File: config.mk
export PLATFORM = sky130hd
export DESIGN_NAME = bpf_packet_read_aligner
export DESIGN_NICKNAME = d
export VERILOG_FILES = /design/src/rtl/bpf_packet_read_aligner_pkg.sv /design/src/rtl/bpf_packet_read_aligner_byte_extract.sv /design/src/rtl/bpf_packet_read_aligner.sv
export SDC_FILE = /design/constraint.sdc
export NUM_CORES = 1
export LEC_CHECK = 0
export ABC_AREA = 0
export BUFFER_PORTS_ARGS = -buffer_cell sky130_fd_sc_hd__clkbuf_2
export CAP_MARGIN = 20
export CORE_MARGIN = 3
export CORE_UTILIZATION = 55
export CTS_CLUSTER_DIAMETER = 60
export DETAILED_ROUTE_END_ITERATION = 10
export GPL_TIMING_DRIVEN = 0
export PLACE_DENSITY = 0.8
export SETUP_SLACK_MARGIN = 0.1
export SYNTH_ARGS = -nofsm -noshare
export SYNTH_HDL_FRONTEND = slang
export SYNTH_SLANG_ARGS = --single-unit
File: constraint.sdc
create_clock -name clk -period 5.2 [get_ports clk]
set_input_delay 0.52 -clock clk [delete_from_list [all_inputs] [get_ports clk]]
set_output_delay 0.52 -clock clk [all_outputs]
set_load 0.01 [all_outputs]
File: src/rtl/bpf_packet_read_aligner_pkg.sv
// Shared types for the BPF packet read aligner: load sizes, FSM states and size decoding.
package bpf_packet_read_aligner_pkg;

  typedef enum logic [1:0] {
    SzByte = 2'b00,
    SzHalf = 2'b01,
    SzWord = 2'b10,
    SzRsv  = 2'b11
  } xfer_sz_e;

  typedef enum logic [1:0] {
    StIdle = 2'b00,
    StRd0  = 2'b01,
    StRd1  = 2'b10,
    StDone = 2'b11
  } state_e;

  // Reserved size reports 4 bytes; it is rejected as out of bounds regardless.
  function automatic logic [2:0] xfer_nbytes(input xfer_sz_e sz);
    unique case (sz)
      SzByte:  return 3'd1;
      SzHalf:  return 3'd2;
      default: return 3'd4;
    endcase
  endfunction

endpackage

File: src/rtl/bpf_packet_read_aligner_byte_extract.sv
// Combinational big-endian byte extractor: picks 1/2/4 bytes starting at offset off of a
// two-word window and returns them right-justified and zero-extended.
module bpf_byte_extract
  import bpf_packet_read_aligner_pkg::*;
(
  input  logic [63:0] cat,
  input  logic [1:0]  off,
  input  xfer_sz_e    size,
  output logic [31:0] result
);

  logic [63:0] sh;

  assign sh = cat << {off, 3'b000};

  always_comb begin
    result = '0;
    unique case (size)
      SzByte:  result = {24'd0, sh[63:56]};
      SzHalf:  result = {16'd0, sh[63:48]};
      SzWord:  result = sh[63:32];
      default: result = '0;
    endcase
  end

endmodule

File: src/rtl/bpf_packet_read_aligner.sv
// Turns CPU byte/half/word packet loads into one or two word reads of a sync-read packet
// memory, bounds-checks them against the packet length and returns a one-cycle result pulse.
module bpf_packet_read_aligner
  import bpf_packet_read_aligner_pkg::*;
#(
  parameter int unsigned PACKET_BYTE_ADDR_WIDTH = 12
) (
  input  logic                              clk,
  input  logic                              rst,
  input  logic                              rd_en,
  input  logic [PACKET_BYTE_ADDR_WIDTH-1:0] byte_addr,
  input  logic [1:0]                        transfer_sz,
  input  logic [PACKET_BYTE_ADDR_WIDTH:0]   packet_len,
  output logic [31:0]                       resolved_data,
  output logic                              data_ready,
  output logic                              oob,
  output logic                              busy,
  output logic                              mem_rd_en,
  output logic [PACKET_BYTE_ADDR_WIDTH-3:0] mem_rd_addr,
  input  logic [31:0]                       mem_rd_data
);

  localparam int unsigned Pbaw = PACKET_BYTE_ADDR_WIDTH;
  localparam int unsigned Waw  = PACKET_BYTE_ADDR_WIDTH - 2;

  state_e          state_q, state_d;
  logic [1:0]      off_q, off_d;
  xfer_sz_e        size_q, size_d;
  logic            span_q, span_d;
  logic [31:0]     w0_q, w0_d;
  logic [31:0]     resolved_q, resolved_d;
  logic            data_ready_q, data_ready_d;
  logic            oob_q, oob_d;
  logic            mem_rd_en_q, mem_rd_en_d;
  logic [Waw-1:0]  mem_rd_addr_q, mem_rd_addr_d;

  xfer_sz_e        req_sz;
  logic [2:0]      req_nbytes;
  logic [Pbaw:0]   req_end;
  logic [2:0]      req_last;
  logic            req_oob;
  logic [63:0]     ext_cat;
  logic [31:0]     ext_result;

  assign req_sz     = xfer_sz_e'(transfer_sz);
  assign req_nbytes = xfer_nbytes(req_sz);
  assign req_end    = {1'b0, byte_addr} + {{(Pbaw - 2){1'b0}}, req_nbytes};
  assign req_last   = {1'b0, byte_addr[1:0]} + req_nbytes;
  assign req_oob    = (req_sz == SzRsv) || (req_end > packet_len);

  // In RD1 the first word was parked in w0_q while the second arrives from memory.
  assign ext_cat = (state_q == StRd1) ? {w0_q, mem_rd_data} : {mem_rd_data, 32'd0};

  bpf_byte_extract u_extract (
    .cat    (ext_cat),
    .off    (off_q),
    .size   (size_q),
    .result (ext_result)
  );

  always_comb begin
    state_d       = state_q;
    off_d         = off_q;
    size_d        = size_q;
    span_d        = span_q;
    w0_d          = w0_q;
    resolved_d    = resolved_q;
    data_ready_d  = 1'b0;
    oob_d         = 1'b0;
    mem_rd_en_d   = 1'b0;
    mem_rd_addr_d = mem_rd_addr_q;

    unique case (state_q)
      StIdle, StDone: begin
        state_d = StIdle;
        if (rd_en) begin
          off_d  = byte_addr[1:0];
          size_d = req_sz;
          span_d = req_last > 3'd4;
          if (req_oob) begin
            data_ready_d = 1'b1;
            oob_d        = 1'b1;
            resolved_d   = '0;
            state_d      = StDone;
          end else begin
            mem_rd_en_d   = 1'b1;
            mem_rd_addr_d = byte_addr[Pbaw-1:2];
            state_d       = StRd0;
          end
        end
      end
      // mem_rd_en_q distinguishes the read-issue cycle from the data-return cycle.
      StRd0: begin
        if (mem_rd_en_q) begin
          if (span_q) begin
            mem_rd_en_d   = 1'b1;
            mem_rd_addr_d = mem_rd_addr_q + {{(Waw - 1){1'b0}}, 1'b1};
            state_d       = StRd1;
          end
        end else begin
          resolved_d   = ext_result;
          data_ready_d = 1'b1;
          state_d      = StDone;
        end
      end
      StRd1: begin
        if (mem_rd_en_q) begin
          w0_d = mem_rd_data;
        end else begin
          resolved_d   = ext_result;
          data_ready_d = 1'b1;
          state_d      = StDone;
        end
      end
      default: state_d = StIdle;
    endcase
  end

  always_ff @(posedge clk) begin
    if (rst) begin
      state_q       <= StIdle;
      off_q         <= 2'd0;
      size_q        <= SzByte;
      span_q        <= 1'b0;
      w0_q          <= '0;
      resolved_q    <= '0;
      data_ready_q  <= 1'b0;
      oob_q         <= 1'b0;
      mem_rd_en_q   <= 1'b0;
      mem_rd_addr_q <= '0;
    end else begin
      state_q       <= state_d;
      off_q         <= off_d;
      size_q        <= size_d;
      span_q        <= span_d;
      w0_q          <= w0_d;
      resolved_q    <= resolved_d;
      data_ready_q  <= data_ready_d;
      oob_q         <= oob_d;
      mem_rd_en_q   <= mem_rd_en_d;
      mem_rd_addr_q <= mem_rd_addr_d;
    end
  end

  assign resolved_data = resolved_q;
  assign data_ready    = data_ready_q;
  assign oob           = oob_q;
  assign busy          = (state_q != StIdle);
  assign mem_rd_en     = mem_rd_en_q;
  assign mem_rd_addr   = mem_rd_addr_q;

endmodule
==> results of run 1 <==
power by group through the flow:
stage	Sequential (mW)	Combinational (mW)	Clock (mW)
after floorplan	0.811	0.711	0
after global placement	0.792	1.02	0
after detailed placement	0.797	1.03	0
after CTS	0.782	1.04	0.468
after global routing	0.794	1.16	0.496
final	0.783	1.05	0.461
registers in the layout (all words and copies together), names as in the netlist, 2 cells and up:
| register | cells |
|---|---|
| w0_q | 32 |
| off_q | 2 |
| resolved_data | 32 |
| mem_rd_addr | 10 |
| state_q | 2 |
| size_q | 2 |
Yosys cell counts (7+ instances only):
master and count:
xnor2_1 7, dfxtp_1 84, o221ai_1 16, nor2b_1 14, a211oi_1 9, o32ai_1 7
o21ai_0 15, mux4_2 16, mux2i_1 33, clkbuf_1 29, nand2_1 117, a22o_1 16
nor2_1 15, o22ai_1 8, o2bb2ai_1 16, ha_1 19, a2bb2oi_1 14, inv_1 24
a21oi_1 59, nand3_1 11, buf_1 7
critical path: stages:
cell	delay, ns
clkbuf_1	0.18
nor2_1	0.14
ha_1	0.17
inv_1	0.06
fa_1	0.42
inv_1	0.07
a21oi_1	0.05
a21oi_1	0.33
nand2_1	0.09
nor2_1	0.18
and3_1	0.21
ha_1	0.16
and4_1	0.23
nand4_1	0.15
or3_1	0.47
a21boi_4	0.20
a211oi_4	0.40
buf_4	0.24
a22o_1	0.16
worst min-delay path by stage:
stage	end	slack [ns]	depth (start not counted)
final	w0_q[1]	0.39	3
after global routing	w0_q[3]	0.40	3
after CTS	w0_q[1]	0.38	3
after detailed placement	w0_q[6]	0.45	2
after global placement	w0_q[28]	0.44	2
after floorplan	w0_q[24]	0.43	2
logic make-up after synthesis:
| logic type | count (synthesis) | synth area share, % |
|---|---|---|
| simple gates | 182 | 15.6 |
| compound gates | 181 | 25.2 |
| flops | 84 | 33.0 |
| buf+inv | 70 | 5.52 |
| mux | 49 | 13.5 |
| fa+ha+maj | 21 | 5.25 |
| xor+xnor | 11 | 1.89 |
layer usage:
| metal | track usage (%) | up-vias | part of all wire [%] |
|---|---|---|---|
| met3 | 4.98 | 25 | 8.8 |
| met2 | 45.3 | 289 | 47 |
| met1 | 40.6 | 2396 | 43 |
| li1 | - | 2427 | - |
| met5 | 0 | - | 0 |
| met4 | 5.75 | 0 | 1.2 |
final cells by class:
cell class / count / area, um2
buffer: 45 / 188
clock buffer: 11 / 131
clock inverter: 5 / 60.1
fill: 772 / 2890
inverter: 25 / 93.8
multi-input combinational: 444 / 3140
sequential: 84 / 1680
tap: 108 / 135
timing repair buffer: 106 / 531
metrics by stage:
stage	setup WS, ns	total power [mW]
CTS	1.09	2.29
detailed placement	0.728	1.83
global route	0.746	2.45
finish	1.06	2.30
floorplan	1.31	1.52
global placement	0.822	1.81
==> run summary, run 1 <==
The count of final max-slew check failures came out at 0. Counting cells, the worst reg-to-reg path comes to 9. At the later pin of the worst-skew pair, clock insertion delay measures 0.35 ns. The most used flip-flop cell after synthesis is dfxtp_1. Clock tree synthesis selected as its root buffer the cell clkbuf_8. The number of standard cells in the layout, taps in and fillers out came out at 828. 0 antenna diodes ended up in the layout. The initial antenna violation count is 0. The synthesized design contains 0 enable-type register cells. In the layout the commonest cells are nand2_1 (117), clkbuf_2 (106), dfxtp_1 (84).

For the number of buffers created by CTS, the log shows 9. After synthesis, the share of flip-flops with an asynchronous set or reset is 0%. The logs give 4729 for the via count of the first global-routing pass and 3 for the H-tree depth. Row generation in the floorplan step produced 34 rows. The logs give 0.921 mW for the net switching power and 5100 um2 for the synthesized cell area.

In this run the static leakage power is 2.38 nW. The routed layout has 5137 vias. Measured against its own limit, the worst slew margin works out to 52.2%.

Subtracting the final worst setup slack from the clock period gives 4.14 ns. After clock tree synthesis, the flow added hold-fix buffers numbering 0. For this design the ratio of total power to cell area is 386 nW/um2. The overall fraction of global-route tracks in use is 28.4%. The first global-routing pass estimated 23600 um of wire. Type of the worst min-delay path: primary input to flop. In this run the critical register-to-register path is launched from state_q[0]. The first detailed-routing pass ran for 5 iterations. The CTS clock-pin slew for the worst setup and hold paths is 0.09 ns, and the max capacitance violation total is 0. Entering global routing, the biggest net connects 15 pins. The placed instance area is 5760 um2. The count of unresolved DRC violations after routing is 0, and the number of storage elements in the synthesis netlist is 84. The starting DRC count in detailed routing is 400. The flow ran to the end, and the final reports show no timing, DRC or antenna violations.

The longest clock path from root to sink contains 2 buffers. Net switching is 40.1% of the power. Measured on the finished design, the core utilization comes to 67.3%.

The area growth from synthesis to layout is 16.8%. In the finished design, the share of the clock period the worst path needs comes to 79.6%. Per report_power, the combinational group accounts for 45.8% of the total. The via count normalized by instance count was 6.20; the count of instances resized after the clock tree is built was 0.

The region available for standard cell placement spans 8850 um2. The run gives 14600 um as the detailed-route wire length. Counting every net in the synthesized netlist gives 680. The final weighted congestion in routability-driven placement was 1.00; the number of primary I/O pins was 108. Capture point of the critical path: resolved_data[1]. The number of nets in the layout came out at 797. Yosys attributes the largest share of cell area to dfxtp_1 (33%), nand2_1 (8.6%), mux4_2 (7.1%). The count of endpoints failing setup in the final report was 0. For this configuration, the core starts out at a cell density of 57.6%.

For the final routed database, the setup TNS stands at 0 ns. On the final layout, the worst clock skew is 0.00966 ns. The count of nets left with antenna violations once routing finished came out at 0.

Number of placed instances with taps included: 812. The die is 102 um tall. The sequential element share of the synthesized area is 33.0%, and the final instance area is 5960 um2.

Global routing finished with a remaining overflow of 0. Internal power comes to 1.38 mW. Counting every sink on the clock net gives 84.

The worst setup path is captured at a flop. The worst register-to-register path has a setup slack of 2.35 ns. On the final layout, the worst hold slack is 0.393 ns. A synthesized cell averages 8.53 um2. Startpoint of the worst hold path: mem_rd_data[1].

At the worst endpoint, the required time is 5.50 ns. TritonCTS built the clock tree. Input and output buffers added on the ports amount to 106.

In this run the horizontal extent of the chip is 102 um. Summed over all instances, the cell type with the most area after synthesis is dfxtp_1. The critical-path maximum fanout came out at 10. The HPWL after detailed placement is 11700 um. Setup repair after global routing left no endpoint under its margin. In this run the critical register-to-register path is captured at resolved_data[11]. After detailed routing, the average wire length per cell comes to 17.6 um.

The logs give 0.232 mV for the maximum vdd ir drop and 53 for the number of different library cells in the post-synthesis netlist. For this run, the number of Yosys warnings is 0. After clock tree synthesis, the setup repair step added 0 buffers. The most critical setup path has its startpoint at transfer_sz[1]. Sequential cells burn 34.1% of the power. Based on the critical path, the design can be clocked at up to 0.241 GHz. The hold violation total from the final report is 0, and the transition at the pin with the smallest max-transition slack is 0.716 ns.

The die covers 10500 um2. The kind of critical path was primary input to flop. STA puts the critical path data arrival time at 4.44 ns. The gate count after technology mapping was 598; the part of the power in the clock network was 20.1%.

The tools report the sort of element at the start of the critical path as a primary input. The most frequent standard cell in the layout excluding fill and tap cells is nand2_1. Of the cells placed in the final design, the portion with a size suffix greater than 1 is 21.0%. The fraction of synthesized cell area taken by the top area cell type works out to 33.0%.
No activity file was read; power rests on OpenSTA's default activity.
==> run 2, diff against run 1 <==
CORE_UTILIZATION = 50   (was 55)
PLACE_DENSITY = 0.77   (was 0.8)
clock period = 3.67 ns   (was 5.2 ns; I/O delays follow)
==> run summary, run 2 (synthesis results as in run 1) <==
The die height is 107 um (+4.6%), and the count of unresolved DRC violations after routing is 0 (unchanged). The run gives 0.00658 ns (-0.00308 ns) as the setup clock skew after layout. Via count normalized by instance count: 5.99 (-3.5%). The met2 wire length came out at 7040 um (+3.4%). The combinational cell fraction of total power is 45.5% (-0.3 points). The worst path in the final design needs a cycle of 3.45 ns, including I/O delays and setup. The internal power of the cells is 2.05 mW (+49%), and the number of buffers created by CTS is 9 (unchanged). The total number of vias is 5130 (-0.14%), and the delay contributed by the slowest stage of the critical path is 0.38 ns (-0.09 ns). The required time of the critical path is 3.99 ns (-1.51 ns), and the number of I/O port buffers is 106 (unchanged). The average wire per cell in the routed design is 17.7 um (+0.90%). The run gives 0 (unchanged) as the antenna diode count. Fraction of layout cells with a size suffix above 1: 23.5% (+2.5 points). For the via count of the first global-routing pass, the log shows 4914 (+3.9%).

The highest metal layer used by the detailed router was met4. Setup repair after global routing could not meet its margin everywhere. The run gives 870 (+13%) as the fill cell instance count of the final layout. The switching power share of the total works out to 39.7% (-0.40 points). The tools report the detailed-route wire length as 15200 um (+4.4%). The run finished with clean final reports.

The final total power is 3.41 mW (+48%), and the die footprint is 11400 um2 (+9.4%). STA classifies the critical path endpoint as a flop. Dividing the final minimum period by the clock period gives 93.9%. The kind of critical path is primary input to flop. For the arrival time at the worst endpoint, the log shows 3.77 ns (-0.67 ns).

The sort of element at the start of the critical path is a primary input. Grouping stages by cell kind, the critical path spends the most delay in simple AND/OR/NAND/NOR gates. The H-tree depth was 3 (unchanged); the maximum count of clock buffers along a single path was 2 (unchanged). The buffer and inverter count on the worst path works out to 4 (unchanged).

The width of the chip works out to 107 um (+4.6%). The maximum vdd ir drop was 0.281 mV (+21%). Leaving out fill and tap cells, the most frequent cells in the layout are nand2_1 (116), clkbuf_2 (106), dfxtp_1 (84). For this run, the top clock speed supported by timing is 0.290 GHz.

The met3 wire length is 1340 um (+4.3%), and the transition at the pin with the smallest max-transition slack is 0.794 ns (+0.0771 ns). The worst hold path belongs to the class primary input to flop. The critical path goes through clkbuf_4 -> nand2b_4 -> inv_1 -> ha_1 -> a21o_1 -> maj3_2 -> nand2_4 -> nor3_2 -> xor2_1 -> ha_1 -> and4_4 -> nand4_1 -> or3_4 -> a21boi_4 -> a211oi_4 -> buf_6 -> buf_6 -> a22o_1.

The number of nets in the layout was 801 (+0.50%); the half-perimeter wire length after placement was 11800 um (+1.1%). The tree is rooted in a clkbuf_8. For the hold violation total from the final report, the log shows 0 (unchanged). The total clock sinks was 84 (unchanged). The net switching power was 1.35 mW (+47%); the placeable core area was 9860 um2 (+11%). The logs give 51.7% (-5.9 points) for the initial core utilization and 0.37 ns (+0.02 ns) for the clock latency at the later pin of the worst-skew pair. For the initial antenna violation count, the log shows 0 (unchanged). The max capacitance violation total is 0 (unchanged), and the worst relative slew slack is 47.1% (-5.1 points). The area growth from synthesis to layout is 19.9%. The final global-route overflow total was 0 (unchanged); the maximum number of pins on one net before global-route repair was 15 (unchanged).

The routed length on met1 is 6520 um (+3.4%). The cell type of the slowest stage on the worst timing path was or3_4. The critical-path maximum fanout is 10 (unchanged). The tools report the worst hold margin as 0.221 ns (-0.173 ns). The CTS clock-pin slew for the worst setup and hold paths was 0.09 ns (about the same); the part of the power in the clock network was 21.9% (+1.8 points).

The tools report the starting DRC count in detailed routing as 414 (+3.5%). The number of iterations in the first detailed-routing pass was 5 (unchanged). The global-route wire length before repair is 24500 um (+4.0%), and the number of nets with antenna violations after detailed routing is 0 (unchanged). The overall fraction of global-route tracks in use was 26.7% (-1.7 points); the number of primary I/O pins was 108 (unchanged). For the count of endpoints failing setup in the final report, the log shows 0 (unchanged). The static leakage came out at 2.45 nW (+2.8%). The logs give 1.05 (+4.7%) for the final weighted congestion in routability-driven placement and 36 (+5.9%) for the number of rows in the core area. The most frequent standard cell in the layout excluding fill and tap cells is nand2_1.

The register share of total power was 32.6% (-1.5 points). The power density relative to cell area works out to 557 nW/um2 (+44%). TritonCTS built the clock tree. The tools report the count of final max-slew check failures as 0 (unchanged).
run 2: changes by cell type in the layout (fill, tap and decap cells not counted), sizes merged:
cell,change
buf,+3
bufinv,+1
clkinv,+1
clkinvlp,-1
run 2: final cells by class:
type	instances	area [um2]	share of cell area [%]
sequential	84	1680	27.5
clock inverter	6	87.6	1.43
buffer	45	208	3.40
clock buffer	10	128	2.09
multi-input combinational	444	3180	52.1
timing repair buffer	110	564	9.23
tap	133	166	2.72
inverter	25	93.8	1.53
run 2: worst paths after layout:
path	start	endpoint	slack (ns)	cells after the start
hold reg to reg	w0_q[2]	w0_q[2]	0.46	2
setup reg to reg	state_q[0]	resolved_data[10]	0.86	9
hold / removal	mem_rd_data[4]	w0_q[4]	0.22	3
setup / recovery	transfer_sz[1]	resolved_data[11]	0.22	18
run 2: per-stage QoR:
stage	instances	util, %	cell area, um2	setup slack [ns]	setup TNS (ns)
after floorplan	598	-	5130	0.123	0
after global placement	837	59.1	5830	-0.274	-10.42
after detailed placement	837	59.1	5830	-0.375	-14.33
after CTS	857	61.7	6090	0.135	0
after global routing	857	62.0	6110	0.0550	0
final	857	62.0	6110	0.222	0
run 2: power groups by stage:
stage | Clock, mW | Combinational, mW | Sequential [mW]
after floorplan | 0 | 1.02 | 1.15
after global placement | 0 | 1.45 | 1.12
after detailed placement | 0 | 1.49 | 1.13
after CTS | 0.747 | 1.53 | 1.11
after global routing | 0.780 | 1.68 | 1.13
final | 0.745 | 1.55 | 1.11
run 2: per-layer routing:
metal,vias up,global-route usage [%]
met5,-,0
met4,0,8.95
met3,33,4.52
met2,268,42.0
met1,2398,37.2
li1,2431,-
run 2: what timing repair did:
| action | in CTS | in global routing |
|---|---|---|
| hold buffers | 0 | 0 |
| setup buffers | 3 | 0 |
| pin swaps | 1 | 2 |
| endpoints found under the setup margin | 38 | 42 |
| gates cloned | 1 | 0 |
| gates resized for setup | 5 | 8 |
run 2: tightest hold or removal path, stage by stage:
cell and delay [ns]:
clkbuf_2 0.09, nand2_1 0.05, a21oi_1 0.05
